File: config.mk
export PLATFORM = sky130hd
export DESIGN_NAME = qtcore_scan_sequencer
export DESIGN_NICKNAME = d
export VERILOG_FILES = /design/src/rtl/qtcore_scan_sequencer.sv
export SDC_FILE = /design/constraint.sdc
export NUM_CORES = 1
export LEC_CHECK = 0
export CORE_ASPECT_RATIO = 0.8
export CORE_UTILIZATION = 45
export CTS_BUF_LIST = sky130_fd_sc_hd__clkbuf_8
export DETAILED_ROUTE_END_ITERATION = 10
export DONT_BUFFER_PORTS = 1
export PLACE_DENSITY_LB_ADDON = 0.2
export SLEW_MARGIN = 25
export SYNTH_ARGS = -nofsm -noshare
export SYNTH_HDL_FRONTEND = slang
export SYNTH_SLANG_ARGS = --single-unit
export TNS_END_PERCENT = 30
File: constraint.sdc
create_clock -name i_clk -period 1.76 [get_ports i_clk]
set_input_delay 0.264 -clock i_clk [delete_from_list [all_inputs] [get_ports i_clk]]
set_output_delay 0.264 -clock i_clk [all_outputs]
set_load 0.005 [all_outputs]
File: src/rtl/qtcore_scan_sequencer.sv
// Scan-chain program/run/readback sequencer for the accumulator microcontroller core.
// Build option: define QTCORE_SEQ_TIMEOUT_EN to add the RUN watchdog (RUN_TIMEOUT cycles).
module qtcore_scan_sequencer #(
   parameter int unsigned CHAIN_BYTES = 22,
   parameter int unsigned RUN_TIMEOUT = 4096
) (
   input  logic       i_clk,
   input  logic       i_rst,
   input  logic       i_start,
   input  logic [7:0] i_load_data,
   input  logic       i_load_valid,
   output logic       o_load_ready,
   output logic [7:0] o_rd_data,
   output logic       o_rd_valid,
   input  logic       i_rd_ready,
   output logic       o_busy,
   output logic       o_done,
   output logic       o_timed_out,
   output logic       o_scan_enable,
   output logic       o_scan_in,
   input  logic       i_scan_out,
   output logic       o_proc_en,
   input  logic       i_halt
);
   localparam int unsigned BCW = $clog2(CHAIN_BYTES + 1);
   localparam logic [BCW-1:0] LAST_BYTE = BCW'(CHAIN_BYTES - 1);

   typedef enum logic [2:0] {S_IDLE, S_LOAD, S_RUN, S_READ, S_DONE} state_t;

   state_t         r_state;
   logic [BCW-1:0] r_byte_cnt;
   logic [2:0]     r_bit_cnt;
   logic [7:0]     r_sr;
   logic [6:0]     r_rd_sr;
   logic [7:0]     r_rd_data;
   logic           r_first_run;
   logic           r_scan_enable;
   logic           r_scan_in;
   logic           r_proc_en;
   logic           r_busy;
   logic           r_done;
   logic           r_rd_valid;
   logic           w_halt_now;
   logic           w_expire;

   // A halt still asserted from a previous run must not end this one on its first cycle.
   assign w_halt_now = (r_state == S_RUN) && !r_first_run && i_halt;

`ifdef QTCORE_SEQ_TIMEOUT_EN
   localparam int unsigned RCW = $clog2(RUN_TIMEOUT + 1);
   localparam logic [RCW-1:0] LAST_RUN = RCW'(RUN_TIMEOUT - 1);

   logic [RCW-1:0] r_run_cnt;
   logic           r_timed_out;

   assign w_expire = (r_state == S_RUN) && (r_run_cnt == LAST_RUN);

   always_ff @(posedge i_clk) begin
      if (i_rst) begin
         r_run_cnt   <= '0;
         r_timed_out <= 1'b0;
      end else begin
         r_run_cnt <= (r_state == S_RUN) ? r_run_cnt + 1'b1 : '0;
         if (r_state == S_IDLE && i_start)
            r_timed_out <= 1'b0;
         else if (w_expire && !w_halt_now)
            r_timed_out <= 1'b1;
      end
   end

   assign o_timed_out = r_timed_out;
`else
   assign w_expire    = 1'b0;
   assign o_timed_out = 1'b0;
   // RUN_TIMEOUT carries no meaning without the watchdog.
   if (RUN_TIMEOUT == 0) begin : g_no_watchdog
   end
`endif

   always_ff @(posedge i_clk) begin
      if (i_rst) begin
         r_state       <= S_IDLE;
         r_byte_cnt    <= '0;
         r_bit_cnt     <= '0;
         r_sr          <= '0;
         r_rd_sr       <= '0;
         r_rd_data     <= '0;
         r_first_run   <= 1'b0;
         r_scan_enable <= 1'b0;
         r_scan_in     <= 1'b0;
         r_proc_en     <= 1'b0;
         r_busy        <= 1'b0;
         r_done        <= 1'b0;
         r_rd_valid    <= 1'b0;
      end else begin
         r_done <= 1'b0;
         case (r_state)
            S_IDLE: begin
               if (i_start) begin
                  r_state    <= S_LOAD;
                  r_busy     <= 1'b1;
                  r_byte_cnt <= '0;
                  r_bit_cnt  <= '0;
               end
            end
            S_LOAD: begin
               // scan_enable doubles as the "shifter busy" flag while loading.
               if (!r_scan_enable) begin
                  if (i_load_valid) begin
                     r_scan_enable <= 1'b1;
                     r_scan_in     <= i_load_data[7];
                     r_sr          <= {i_load_data[6:0], 1'b0};
                     r_bit_cnt     <= '0;
                  end
               end else if (r_bit_cnt == 3'd7) begin
                  r_scan_enable <= 1'b0;
                  r_scan_in     <= 1'b0;
                  if (r_byte_cnt == LAST_BYTE) begin
                     r_state     <= S_RUN;
                     r_byte_cnt  <= '0;
                     r_proc_en   <= 1'b1;
                     r_first_run <= 1'b1;
                  end else begin
                     r_byte_cnt <= r_byte_cnt + 1'b1;
                  end
               end else begin
                  r_scan_in <= r_sr[7];
                  r_sr      <= {r_sr[6:0], 1'b0};
                  r_bit_cnt <= r_bit_cnt + 3'd1;
               end
            end
            S_RUN: begin
               r_first_run <= 1'b0;
               if (w_halt_now || w_expire) begin
                  r_proc_en     <= 1'b0;
                  r_state       <= S_READ;
                  r_scan_enable <= 1'b1;
                  r_bit_cnt     <= '0;
               end
            end
            S_READ: begin
               if (r_scan_enable) begin
                  r_rd_sr   <= {r_rd_sr[5:0], i_scan_out};
                  r_bit_cnt <= r_bit_cnt + 3'd1;
                  if (r_bit_cnt == 3'd7) begin
                     r_scan_enable <= 1'b0;
                     r_rd_data     <= {r_rd_sr, i_scan_out};
                     r_rd_valid    <= 1'b1;
                  end
               end else if (r_rd_valid && i_rd_ready) begin
                  r_rd_valid <= 1'b0;
                  if (r_byte_cnt == LAST_BYTE) begin
                     r_state    <= S_DONE;
                     r_done     <= 1'b1;
                     r_byte_cnt <= '0;
                  end else begin
                     r_byte_cnt    <= r_byte_cnt + 1'b1;
                     r_scan_enable <= 1'b1;
                  end
               end
            end
            S_DONE: begin
               r_state <= S_IDLE;
               r_busy  <= 1'b0;
            end
            default: r_state <= S_IDLE;
         endcase
      end
   end

   assign o_load_ready  = (r_state == S_LOAD) && !r_scan_enable;
   // Readback recirculates the chain through itself so its contents survive the dump.
   assign o_scan_in     = (r_state == S_READ) ? i_scan_out : r_scan_in;
   assign o_scan_enable = r_scan_enable;
   assign o_proc_en     = r_proc_en;
   assign o_busy        = r_busy;
   assign o_done        = r_done;
   assign o_rd_data     = r_rd_data;
   assign o_rd_valid    = r_rd_valid;
endmodule

**After elaboration in Yosys (flattened, before gate mapping)**

Cells that the tools add are included.

- Output and inout bits: 16
- Bits in registers: 41
- Logic and storage cells: 113
- Input port bits: 15

- $add $sub $neg: 2
- Reductions and logical operators: 27
- Muxes and demuxes: 50
- Equal/unequal tests: 19
- Bitwise gates (word level): 2

Operator list:

| cell | number |
|---|---|
| two-way mux 3 bit | 14 |
| two-way mux 5 bit | 6 |
| two-way mux 8 bit | 3 |
| case mux 3 bit (4 select lines) | 2 |
| two-way mux 1 bit | 20 |
| != test 2 bit (second input constant) | 10 |
| case mux 5 bit (3 select lines) | 1 |
| AND reduction 6 bit | 2 |
| AND reduction 3 bit | 3 |
| AND reduction 2 bit | 4 |
| AND reduction 8 bit | 1 |
| nonzero test 2 bit | 4 |
| equality test 3 x 2 -> 1 bit (second input constant) | 2 |
| equality test 3 bit (second input constant) | 2 |
| != test 3 bit (second input constant) | 2 |
| case mux 1 bit (2 select lines) | 3 |
| nonzero test 3 bit | 2 |
| adder 5 x 1 -> 5 bit (second input constant) | 1 |
| equality test 5 bit (second input constant) | 1 |
| AND reduction 5 bit | 1 |
| logical AND 1 bit | 4 |
| AND reduction 4 bit | 1 |
| nonzero test 4 bit | 1 |
| OR reduction 4 bit | 1 |
| other kinds (7) | 9 |

**Longest topological paths before layout**

- Word-level depth: 5
- Mapped depth: 7

**Worst setup path before layout**

Ideal clock, no wire load.

- Kind: register to register
- Start: register r_bit_cnt[0]
- End: register r_byte_cnt[1]
- Period minus slack after synthesis: 1.679 ns
- Required time: 1.690 ns
- Setup slack: 0.081 ns
- Path buffers: 0
- Stages on the path, launching flop included: 7
- Library setup time: 0.070 ns
- Data arrival time: 1.609 ns
- Path through: dfxtp_1 > ha_1 > ha_1 > a21boi_1 > o22a_1 > or4_1 > a21oi_1

- Longest elaborated chain between the ends: 3

Ends and longest elaborated chain:

| what | line | RTL |
|---|---|---|
| start: declaration | 32 | `logic [2:0] r_bit_cnt;` |
| start signal: assignment | 129 | `r_bit_cnt <= r_bit_cnt + 3'd1;` |
| start signal: assignment | 144 | `r_bit_cnt <= r_bit_cnt + 3'd1;` |
| equality test 3 bit | 115 | `end else if (r_bit_cnt == 3'd7) begin` |
| != test 2 bit (no line) | - |  |
| AND reduction 6 bit (no line) | - |  |
| end signal: assignment | 124 | `r_byte_cnt <= r_byte_cnt + 1'b1;` |
| end signal: assignment | 157 | `r_byte_cnt <= r_byte_cnt + 1'b1;` |
| end: declaration | 31 | `logic [BCW-1:0] r_byte_cnt;` |

Every way passes these cells.
A chain may end at the register's enable or synchronous reset.

**Worst setup path after layout**

- Start: register r_byte_cnt[0]
- End: register r_first_run

- Longest elaborated chain between the ends: 3

Ends and longest elaborated chain:

| what | line | RTL |
|---|---|---|
| equality test 5 bit | 118 | `if (r_byte_cnt == LAST_BYTE) begin` |
| != test 2 bit (no line) | - |  |
| AND reduction 4 bit (no line) | - |  |
| end signal: assignment | 88 | `r_first_run <= 1'b0;` |
| end signal: assignment | 122 | `r_first_run <= 1'b1;` |
| end signal: assignment | 133 | `r_first_run <= 1'b0;` |
| end: declaration | 36 | `logic r_first_run;` |

Every way passes these cells.

==> run_results.csv <==
group,metric,value,unit
status,status,"complete, no violations",
cells_and_area,num_antenna_cells,0,
placed_design,hpwl,2989,um
yosys,async_flop_share,0,
grt,grt_pass1_vias,1515,
cells_and_area,register_area,812.0,um^2
sta,drv_slew,0,
cts,htreeDepth,2,
yosys,synthFlopType,"dfxtp_1",
worst_setup_path,worstSetupStartpointType,"flop",
detailed_routing,wl_per_cell,14.54,um
cells_and_area,multi_input_area,1062,um^2
worst_setup_path,crit_start,"r_byte_cnt[0]",
yosys,synth_commonest_cells,"dfxtp_1, nand2_1, a21oi_1",
sta,whs,35.21,ps
detailed_routing,drt-initial-drc-count,141,
grt,antenna_found_initial,0,
pwr,finalPower,1.958,mW
floorplanning,ios,31,
sta,fin_tns_setup,0,ps
sta,setup_viol,0,
detailed_routing,dr.pass1.iters,4,
yosys,synth_simple_gate_area_share,0.2364,
floorplanning,core,3929,um^2
detailed_routing,drcViolationCount,0,
cells_and_area,utilization,0.5806,
worst_setup_path,r2r-start,"r_byte_cnt[0]",
worst_setup_path,crit_required,1970,ps
yosys,synth-xor-area-share,0,
grt,grt.overflow.total,0,
yosys,synth_fa_ha_area_frac,0.02613,
floorplanning,rows,20,
yosys,synth_nets,248,
cells_and_area,area_delta_synth_final,19.07,%
yosys,syn_inst,229,
sta,fin_crit_sh,0.9553,
cells_and_area,layout-drive-gt1-share,0.2000,
yosys,synth_top_area_cell,"dfxtp_1",
placed_design,place.gp.congestion,0.8037,
sta,rsz0062_at_grt,"true",
placed_design,io_buffers,0,
grt,grt_start_max_net_pins,40,
detailed_routing,routed_via_density,5.713,
worst_setup_path,worstPathArrival,1900,ps
detailed_routing,ant_nets,0,
placed_design,post_dp_cell_area,2077,um^2
yosys,synth_area_per_cell,8.365,um^2
cts,clockRootBuffer,"clkbuf_8",
cells_and_area,nets,263,
yosys,synth_edf_count,0,
yosys,yosysUniqueCellTypes,49,
pwr,ir_worst_vdd,0.5415,mV
worst_setup_path,cp_max_fo,6,
cells_and_area,fin_area,2281,um^2
cts,hold_buffers,0,
grt,grt.total_usage,0.2112,
placed_design,dp_cells,289,
min_path,hp-class,"in -> reg",
yosys,ys_warn_count,0,
yosys,synth_compound_area_frac,0.2142,
floorplanning,die_y,60.36,um
cts,clock_sinks,40,
sta,setup_slack,78.59,ps
min_path,min_from,"i_rst",
pwr,p_per_area,858.5,nW/um^2
cts,cts_tree,"done",
sta,max_freq,594.7,MHz
grt,grt_pass1_wl,7038,um
detailed_routing,wl,4362,um
detailed_routing,vias,1714,
cells_and_area,instances_no_fill,300,
placed_design,pre_cts_slack,29.43,ps
cts,clk_pin_slew_worst_paths,70,ps
worst_setup_path,critical_path_class,"reg -> reg",
sta,hold_viol_final,0,
floorplanning,start_util,0.4876,
sta,period_minus_slack,1681,ps
worst_setup_path,worst_setup_path_end_kind,"flop",
cts,insertion_delay,290,ps
yosys,seq_area_frac_synth,0.4180,
sta,finalClockSkew,5.090,ps
cts,cts_buffer_depth,2,
floorplanning,chipWidth,74.95,um
pwr,p_leak,0.8181,nW
yosys,synth_top_family_by_area,"simple AND/OR/NAND/NOR gates",
yosys,synthTopCellsByArea,"dfxtp_1, nand2_1, a21oi_1",
yosys,ys_ff_latch,40,
yosys,synth_most_common_cell,"dfxtp_1",
cells_and_area,fill_cells,373,
yosys,synth_area,1916,um^2
floorplanning,die-area,4523,um^2
flow_run,maxCapViolCount,0,
yosys,muxShareOfSynthArea,0.05291,
yosys,synth_top_area_share,0.4180,
cts,cts_buffers,5,
## final timing paths
kind | slack, ps | end | depth (start not counted)
hold / removal | 40 | r_byte_cnt[0] | 1
setup reg to reg | 80 | r_first_run | 4
hold reg to reg | 450 | r_first_run | 2
setup / recovery | 80 | r_first_run | 4
## worst max-delay path, stage by stage, from the launching register on
cell	delay, ps
dfxtp_1	360
ha_1	160
nand4b_1	250
or4_4	570
a221oi_2	260
## final cells by class
cell class | count | area share
multi-input combinational | 167 | 0.4657
timing repair buffer | 23 | 0.08118
clock inverter | 1 | 0.01317
clock buffer | 7 | 0.04224
inverter | 7 | 0.01152
tap | 55 | 0.03017
sequential | 40 | 0.3560
## cells by family after synthesis
family	count (synthesis)
adder cells (fa/ha/maj)	4
other	1
multiplexers	10
AO/OA/AOI/OAI	62
buffers and inverters	22
flip-flops	40
AND/OR/NAND/NOR	90
## layer usage
layer  routed length (um)  vias to the layer above  GRT usage  share of wire
met5                    0                        -          0              0
met4                   71                        0    0.07278          0.016
met3                  186                        6    0.07475          0.043
met2                 2001                       34     0.3179           0.46
met1                 2103                      823     0.2826           0.48
li1                     -                      851          -              -
## what timing repair did
item,CTS,global route
buffers inserted,0,3
pin swaps,1,4
endpoints found under the setup margin,3,12
gates resized for setup,3,14
## flip-flops by register name, indices dropped and copies added, names as in the netlist
name and count:
o_rd_data 8, o_proc_en 1, o_busy 1, r_bit_cnt 3
r_state 3, o_done 1, o_rd_valid 1, r_byte_cnt 5
r_rd_sr 7, r_scan_in 1, r_sr 7, r_first_run 1
o_scan_enable 1
## cells in the final DEF (no fill, tap or decap), drive strengths merged, types with 2 or more instances in the layout
cell / count
a31oi: 2
nand2b: 6
mux2i: 9
buf: 23
nand3: 14
nor3: 2
a221oi: 4
a211oi: 12
or2: 2
ha: 4
o21ai: 6
nor3b: 2
o22ai: 2
or4: 3
dfxtp: 40
nand2: 36
and3: 3
nor2: 12
o21bai: 3
a21oi: 23
clkbuf: 7
inv: 7
## power breakdown
group / internal, mW / total [mW] / switching (mW) / leakage, nW
Sequential: 0.927 / 0.949 / 0.0219 / 0.327
Clock: 0.500 / 0.816 / 0.316 / 0.0645
Combinational: 0.0993 / 0.193 / 0.0940 / 0.427
Total: 1.53 / 1.96 / 0.432 / 0.818
(Power assumes the default switching activity.)
